$ cat config.mk
export PLATFORM = sky130hd
export DESIGN_NAME = coarse_fine_delay_line_flat
export DESIGN_NICKNAME = d
export VERILOG_FILES = /design/src/rtl/delay_line_pkg.sv /design/src/rtl/coarse_fine_delay_line_if.sv /design/src/rtl/delay_ring_buffer.sv /design/src/rtl/coarse_fine_delay_line.sv /design/src/flat_wrapper.sv
export SDC_FILE = /design/constraint.sdc
export NUM_CORES = 1
export LEC_CHECK = 0
export CORE_MARGIN = 5
export CORE_UTILIZATION = 50
export CTS_CLUSTER_DIAMETER = 120
export DETAILED_ROUTE_END_ITERATION = 8
export MAX_ROUTING_LAYER = met4
export PLACE_DENSITY = 0.76
export SYNTH_ARGS = -nofsm -noshare
export SYNTH_HDL_FRONTEND = slang
export SYNTH_SLANG_ARGS = --single-unit
$ cat constraint.sdc
create_clock -name clk_i -period 2.1 [get_ports clk_i]
set_input_delay 0.21 -clock clk_i [delete_from_list [all_inputs] [get_ports clk_i]]
set_output_delay 0.21 -clock clk_i [all_outputs]
set_load 0.1 [all_outputs]
$ cat src/rtl/delay_line_pkg.sv
// Shared defaults, fine-stage state encoding and pointer arithmetic for the
// coarse/fine feedback delay line.
package delay_line_pkg;

  localparam int DATA_WIDTH    = 17;
  localparam int LOG2_FINE_MAX = 3;
  localparam int LOG2_DEPTH    = 4;

  typedef enum logic {
    IDLE,
    PENDING
  } fine_state_e;

  // Read address k samples behind the write pointer, wrapped to the ring size.
  function automatic int unsigned ptr_sub(input int unsigned wr_ptr,
                                          input int unsigned k,
                                          input int unsigned log2_depth);
    return (wr_ptr - k) & ((32'd1 << log2_depth) - 32'd1);
  endfunction

endpackage

$ cat src/rtl/coarse_fine_delay_line_if.sv
// Sample stream, delay settings and overrun flag of the delay line, bundled so
// the producer (master) and the delay line (slave) connect through one port.
interface coarse_fine_delay_line_if #(
  parameter int DATA_WIDTH    = delay_line_pkg::DATA_WIDTH,
  parameter int LOG2_FINE_MAX = delay_line_pkg::LOG2_FINE_MAX,
  parameter int LOG2_DEPTH    = delay_line_pkg::LOG2_DEPTH
);

  logic                     data_valid_i;
  logic [DATA_WIDTH-1:0]    data_i;
  logic [LOG2_FINE_MAX-1:0] fine_delay_i;
  logic [LOG2_DEPTH-1:0]    coarse_delay_i;
  logic                     overrun_clr_i;
  logic                     data_valid_o;
  logic [DATA_WIDTH-1:0]    data_o;
  logic                     overrun_o;

  modport master (
    output data_valid_i, data_i, fine_delay_i, coarse_delay_i, overrun_clr_i,
    input  data_valid_o, data_o, overrun_o
  );

  modport slave (
    input  data_valid_i, data_i, fine_delay_i, coarse_delay_i, overrun_clr_i,
    output data_valid_o, data_o, overrun_o
  );

endinterface

$ cat src/rtl/delay_ring_buffer.sv
// Coarse delay: ring buffer of past samples with a registered read k samples
// back; k=0 passes the incoming sample straight into the read register.
module delay_ring_buffer #(
  parameter int DATA_WIDTH = delay_line_pkg::DATA_WIDTH,
  parameter int LOG2_DEPTH = delay_line_pkg::LOG2_DEPTH
) (
  input  logic                  clk_i,
  input  logic                  rst_i,
  input  logic                  wr_en,
  input  logic [DATA_WIDTH-1:0] wr_data,
  input  logic [LOG2_DEPTH-1:0] delay,
  output logic [DATA_WIDTH-1:0] rd_data
);
  import delay_line_pkg::*;

  localparam int DEPTH = 1 << LOG2_DEPTH;

  logic [DATA_WIDTH-1:0] mem_q [DEPTH];
  logic [LOG2_DEPTH-1:0] wr_ptr_q;
  logic [LOG2_DEPTH-1:0] rd_addr;
  logic [DATA_WIDTH-1:0] rd_data_q;

  assign rd_addr = LOG2_DEPTH'(ptr_sub(32'(wr_ptr_q), 32'(delay), LOG2_DEPTH));
  assign rd_data = rd_data_q;

  always_ff @(posedge clk_i) begin
    if (rst_i) begin
      wr_ptr_q  <= '0;
      rd_data_q <= '0;
      // NOTE: the storage is cleared on reset because entries not yet written
      // must read back as zero; this keeps it in flops rather than a RAM macro.
      for (int i = 0; i < DEPTH; i++) mem_q[i] <= '0;
    end else if (wr_en) begin
      mem_q[wr_ptr_q] <= wr_data;
      rd_data_q       <= (delay == '0) ? wr_data : mem_q[rd_addr];
      wr_ptr_q        <= wr_ptr_q + LOG2_DEPTH'(1);
    end
  end

endmodule

$ cat src/rtl/coarse_fine_delay_line.sv
// Two-stage feedback delay: whole-sample coarse delay, then a per-sample fine
// delay in clocks. Define COARSE_DELAY_EN to build in the ring buffer.
module coarse_fine_delay_line #(
  parameter int DATA_WIDTH    = delay_line_pkg::DATA_WIDTH,
  parameter int LOG2_FINE_MAX = delay_line_pkg::LOG2_FINE_MAX,
  parameter int LOG2_DEPTH    = delay_line_pkg::LOG2_DEPTH
) (
  input logic                     clk_i,
  input logic                     rst_i,
  coarse_fine_delay_line_if.slave bus
);
  import delay_line_pkg::*;

  // Coarse stage outputs, valid together in the cycle after data_valid_i.
  logic                     coarse_valid_q;
  logic [LOG2_FINE_MAX-1:0] fine_q;
  logic [DATA_WIDTH-1:0]    coarse_data;

  always_ff @(posedge clk_i) begin
    if (rst_i) begin
      coarse_valid_q <= 1'b0;
      fine_q         <= '0;
    end else begin
      coarse_valid_q <= bus.data_valid_i;
      if (bus.data_valid_i) fine_q <= bus.fine_delay_i;
    end
  end

`ifdef COARSE_DELAY_EN
  delay_ring_buffer #(
    .DATA_WIDTH (DATA_WIDTH),
    .LOG2_DEPTH (LOG2_DEPTH)
  ) u_ring (
    .clk_i   (clk_i),
    .rst_i   (rst_i),
    .wr_en   (bus.data_valid_i),
    .wr_data (bus.data_i),
    .delay   (bus.coarse_delay_i),
    .rd_data (coarse_data)
  );
`else
  logic [DATA_WIDTH-1:0] coarse_data_q;
  logic                  unused_coarse_delay;

  assign unused_coarse_delay = ^bus.coarse_delay_i;
  assign coarse_data         = coarse_data_q;

  always_ff @(posedge clk_i) begin
    if (rst_i) begin
      coarse_data_q <= '0;
    end else if (bus.data_valid_i) begin
      coarse_data_q <= bus.data_i;
    end
  end
`endif

  // Fine stage
  fine_state_e              state_q, state_d;
  logic [LOG2_FINE_MAX-1:0] cnt_q, cnt_d;
  logic [DATA_WIDTH-1:0]    hold_q, hold_d;
  logic                     emit;
  logic                     drop;
  logic [DATA_WIDTH-1:0]    emit_data;
  logic                     data_valid_q;
  logic [DATA_WIDTH-1:0]    data_q;
  logic                     overrun_q;

  always_comb begin
    // NOTE: every output of this block gets a default before any branch, so
    // no path leaves a value unassigned and no latch is inferred.
    state_d   = state_q;
    cnt_d     = cnt_q;
    hold_d    = hold_q;
    emit      = 1'b0;
    drop      = 1'b0;
    emit_data = hold_q;

    if (state_q == PENDING) begin
      if (cnt_q == '0) begin
        emit    = 1'b1;
        state_d = IDLE;
      end else begin
        cnt_d = cnt_q - LOG2_FINE_MAX'(1);
        drop  = coarse_valid_q;
      end
    end

    // A new sample always loads; only the pending one can be lost.
    if (coarse_valid_q) begin
      hold_d = coarse_data;
      if (fine_q == '0) begin
        // An old sample due on this same edge cannot share the strobe.
        drop      = drop | emit;
        emit      = 1'b1;
        emit_data = coarse_data;
        cnt_d     = '0;
        state_d   = IDLE;
      end else begin
        cnt_d   = fine_q - LOG2_FINE_MAX'(1);
        state_d = PENDING;
      end
    end
  end

  // NOTE: registers are updated with non-blocking assignments so every flop
  // samples pre-edge values regardless of statement order.
  always_ff @(posedge clk_i) begin
    if (rst_i) begin
      state_q      <= IDLE;
      cnt_q        <= '0;
      hold_q       <= '0;
      data_valid_q <= 1'b0;
      data_q       <= '0;
      overrun_q    <= 1'b0;
    end else begin
      state_q      <= state_d;
      cnt_q        <= cnt_d;
      hold_q       <= hold_d;
      data_valid_q <= emit;
      if (emit) data_q <= emit_data;
      overrun_q    <= drop | (overrun_q & ~bus.overrun_clr_i);
    end
  end

  assign bus.data_valid_o = data_valid_q;
  assign bus.data_o       = data_q;
  assign bus.overrun_o    = overrun_q;

endmodule

$ cat src/flat_wrapper.sv
// flat-port wrapper written by rule: the top's interface ports become plain ports
module coarse_fine_delay_line_flat import delay_line_pkg::*;
#(
  parameter int DATA_WIDTH    = delay_line_pkg::DATA_WIDTH,
  parameter int LOG2_FINE_MAX = delay_line_pkg::LOG2_FINE_MAX,
  parameter int LOG2_DEPTH    = delay_line_pkg::LOG2_DEPTH
)
  (clk_i, rst_i, bus_data_valid_i, bus_data_i, bus_fine_delay_i, bus_coarse_delay_i, bus_overrun_clr_i, bus_data_valid_o, bus_data_o, bus_overrun_o);
  coarse_fine_delay_line_if #(.DATA_WIDTH(DATA_WIDTH), .LOG2_FINE_MAX(LOG2_FINE_MAX), .LOG2_DEPTH(LOG2_DEPTH)) bus_i ();
  input logic clk_i;
  input logic rst_i;
  input wire logic [$bits(bus_i.data_valid_i)-1:0] bus_data_valid_i;
  input wire logic [$bits(bus_i.data_i)-1:0] bus_data_i;
  input wire logic [$bits(bus_i.fine_delay_i)-1:0] bus_fine_delay_i;
  input wire logic [$bits(bus_i.coarse_delay_i)-1:0] bus_coarse_delay_i;
  input wire logic [$bits(bus_i.overrun_clr_i)-1:0] bus_overrun_clr_i;
  output wire logic [$bits(bus_i.data_valid_o)-1:0] bus_data_valid_o;
  output wire logic [$bits(bus_i.data_o)-1:0] bus_data_o;
  output wire logic [$bits(bus_i.overrun_o)-1:0] bus_overrun_o;
  assign bus_i.data_valid_i = bus_data_valid_i;
  assign bus_i.data_i = bus_data_i;
  assign bus_i.fine_delay_i = bus_fine_delay_i;
  assign bus_i.coarse_delay_i = bus_coarse_delay_i;
  assign bus_i.overrun_clr_i = bus_overrun_clr_i;
  assign bus_data_valid_o = bus_i.data_valid_o;
  assign bus_data_o = bus_i.data_o;
  assign bus_overrun_o = bus_i.overrun_o;
  coarse_fine_delay_line #(.DATA_WIDTH(DATA_WIDTH), .LOG2_FINE_MAX(LOG2_FINE_MAX), .LOG2_DEPTH(LOG2_DEPTH)) u_core (.clk_i(clk_i), .rst_i(rst_i), .bus(bus_i));
endmodule
==> impl_metrics.json <==
{
  "status": "completed",
  "critPathKind": "reg -> reg",
  "setup_viol_count_final": 0,
  "coreArea_um2": 4790,
  "drtIter0Drc": 151,
  "rr_startpoint": "u_core.cnt_q[0]$_SDFFE_PP0P_",
  "leakage_nw": 1.26,
  "p_sw_mw": 0.802,
  "worstPathMaxFanout": 12,
  "netSwitchingFraction_pct": 28.5,
  "cts_buffer_depth": 2,
  "cts_tree": "built",
  "combinationalPowerShare_pct": 16.7,
  "fin_ws_ns": 0.504,
  "ios": 47,
  "grt_pass1_wl_um": 8480,
  "grt_max_degree": 27,
  "ys_seq_elements": 61,
  "skew_ns": 0.00545,
  "post_cts_buffers": 0,
  "synth_edf_count": 0,
  "relSlewSlack_pct": 66.7,
  "syn_avg_cell_area_um2": 9.80,
  "antenna_cells": 0,
  "rsz0062_at_grt": "no",
  "clkPwrFrac_pct": 38.5,
  "fmax_mhz": 627,
  "pwr-share-seq_pct": 44.8,
  "synthCells": 256,
  "syn_area_um2": 2510,
  "fin_crit_ns": 1.60,
  "r2r_end": "u_core.bus.data_o[10]$_SDFFE_PP0P_",
  "finalCritPeriodShare_pct": 76.0,
  "clkLatencyLatePin_ns": 0.33,
  "min_path_cells": 2,
  "total_power_mw": 2.82,
  "slew_violations": 0,
  "placementRows": 25,
  "post_drt_via_cell_ratio": 5.22,
  "wl_per_cell_um": 14.0,
  "first_global_vias": 1809,
  "pwr_density_cell_nw_per_um2": 897,
  "internal-power_mw": 2.01,
  "dpl.hpwl_um": 3320,
  "drive_gt1_share_pct": 20.3,
  "die_w_um": 80.8,
  "vias": 1921,
  "track_usage_pct": 17.6,
  "fin_nets": 326,
  "clk_pin_slew_ns": 0.07,
  "startpoint_type": "register",
  "rrSetupSlack_ns": 0.50,
  "hold_viol": 0,
  "hp-start": "rst_i",
  "async_flop_share_pct": 0,
  "antenna_found_initial": 0,
  "dieArea_um2": 6530,
  "cp.arrival_ns": 1.85,
  "ctsHoldBuffers": 0,
  "grt-ovfl-total": 0,
  "ir_worst_vdd_v": 0.000644,
  "post-place-ws_ns": 0.500,
  "placed_cells": 352,
  "gp_congestion": 0.734,
  "area_growth_pct": 25.2,
  "ant_nets": 0,
  "hp-class": "in -> reg",
  "cts_max_level": 3,
  "dr.pass1.iters": 4,
  "end_kind": "register",
  "reg2reg_depth": 6,
  "crit_required_ns": 2.35,
  "yosysWarnings": 0,
  "worstMarginPinSlew_ns": 0.499,
  "yosysSeqAreaShare_pct": 48.7,
  "final_cells": 368,
  "cts_root_buf": "clkbuf_8",
  "cts_resized": 0,
  "wirelength_um": 5140,
  "layout.cells.most_common": "dfxtp_1",
  "start_util_pct": 52.4,
  "mostFrequentLayoutCells": "dfxtp_1 (61), nor2_1 (55), mux2i_1 (37), nand2_1 (35), buf_4 (25)",
  "maxCapViolations": 0,
  "route.detailed.drc": 0,
  "cts_sinks": 61,
  "placement.io_buffers": 42,
  "hold_path_end": "u_core.coarse_data[0]$_SDFFE_PP0P_",
  "tns_ns": 0,
  "synthFlopType": "dfxtp_1",
  "cts_buffers": 9,
  "die_h_um": 80.8,
  "whs_ns": 0.316,
  "synthesis.nets": 286,
  "synth_cell_types": 30
}
==> synth_stat cells, types with 2 or more instances <==
cell	number	area share, %
nor2_1	55	8.2
a21oi_1	5	1.0
mux2i_1	37	15
o211ai_1	2	0.60
a211oi_1	2	0.60
inv_1	3	0.45
ha_1	2	1.0
a311oi_2	17	10
clkbuf_1	8	1.2
nand2b_1	2	0.50
nand2_1	35	5.2
dfxtp_1	61	49
buf_2	8	1.6
buf_6	3	1.3
==> power by group through the flow <==
stage / combinational, mW / sequential, mW / clock [mW]
global placement: 0.469 / 1.28 / 0
finish: 0.472 / 1.26 / 1.08
CTS: 0.475 / 1.26 / 1.12
detailed placement: 0.474 / 1.29 / 0
global route: 0.499 / 1.27 / 1.17
floorplan: 0.188 / 1.45 / 0
==> worst max-delay path by stage <==
| stage | from | to |
|---|---|---|
| after detailed placement | u_core.cnt_q[0]$_SDFFE_PP0P_ | u_core.bus.data_o[14]$_SDFFE_PP0P_ |
| final | u_core.cnt_q[0]$_SDFFE_PP0P_ | u_core.bus.data_o[10]$_SDFFE_PP0P_ |
| after global routing | u_core.cnt_q[0]$_SDFFE_PP0P_ | u_core.bus.data_o[8]$_SDFFE_PP0P_ |
| after global placement | u_core.cnt_q[0]$_SDFFE_PP0P_ | u_core.bus.data_o[12]$_SDFFE_PP0P_ |
| after floorplan | u_core.cnt_q[0]$_SDFFE_PP0P_ | u_core.bus.data_o[10]$_SDFFE_PP0P_ |
| after CTS | u_core.cnt_q[0]$_SDFFE_PP0P_ | u_core.bus.data_o[14]$_SDFFE_PP0P_ |
==> per-layer routing <==
layer	vias to the layer above	routed length, um	GRT usage, %
li1	962	-	-
met1	910	2290	20.9
met2	39	2500	27.5
met3	10	220	3.77
met4	0	127	10.3
met5	-	0	-
==> metrics by stage <==
step | instance area, um^2 | util [%]
6_report | 3140 | 65.6
5_1_grt | 3140 | 65.6
4_1_cts | 3140 | 65.6
3_5_place_dp | 2930 | 61.2
3_3_place_gp | 2930 | 61.2
2_1_floorplan | 2510 | -
==> registers in the layout, summed over array words and instances, names as in the netlist <==
| register | count |
|---|---|
| u_core.bus.data_o | 17 |
| u_core.bus.data_valid_o | 1 |
| u_core.bus.overrun_o | 1 |
| u_core.cnt_q | 3 |
| u_core.coarse_data | 17 |
| u_core.coarse_valid_q | 1 |
| u_core.fine_q | 3 |
| u_core.hold_q | 17 |
| u_core.state_q | 1 |
==> critical path, stage by stage, from the launching register on <==
cell	delay, ns
dfxtp_1	0.35
inv_1	0.07
ha_1	0.23
nand3b_1	0.28
buf_4	0.27
nand2_1	0.09
a311oi_2	0.22
==> layout make-up <==
type	instances	area, um^2
clock inverters	4	45.0
multi-input cells	171	1160
flip-flops and latches	61	1220
inverters	3	11.3
repair buffers	50	453
clock buffers	12	165
well taps	67	83.8
fillers	409	1650
==> cells by family (layout without fill, tap and decap cells) <==
logic type | after synthesis | after routing | synth area share (%)
AND/OR/NAND/NOR | 102 | 102 | 17.0
flip-flops | 61 | 61 | 48.7
multiplexers | 37 | 37 | 14.8
AO/OA/AOI/OAI | 30 | 30 | 13.6
buffers and inverters | 24 | 69 | 5.04
adder cells (fa/ha/maj) | 2 | 2 | 0.997
(Power assumes the default switching activity.)
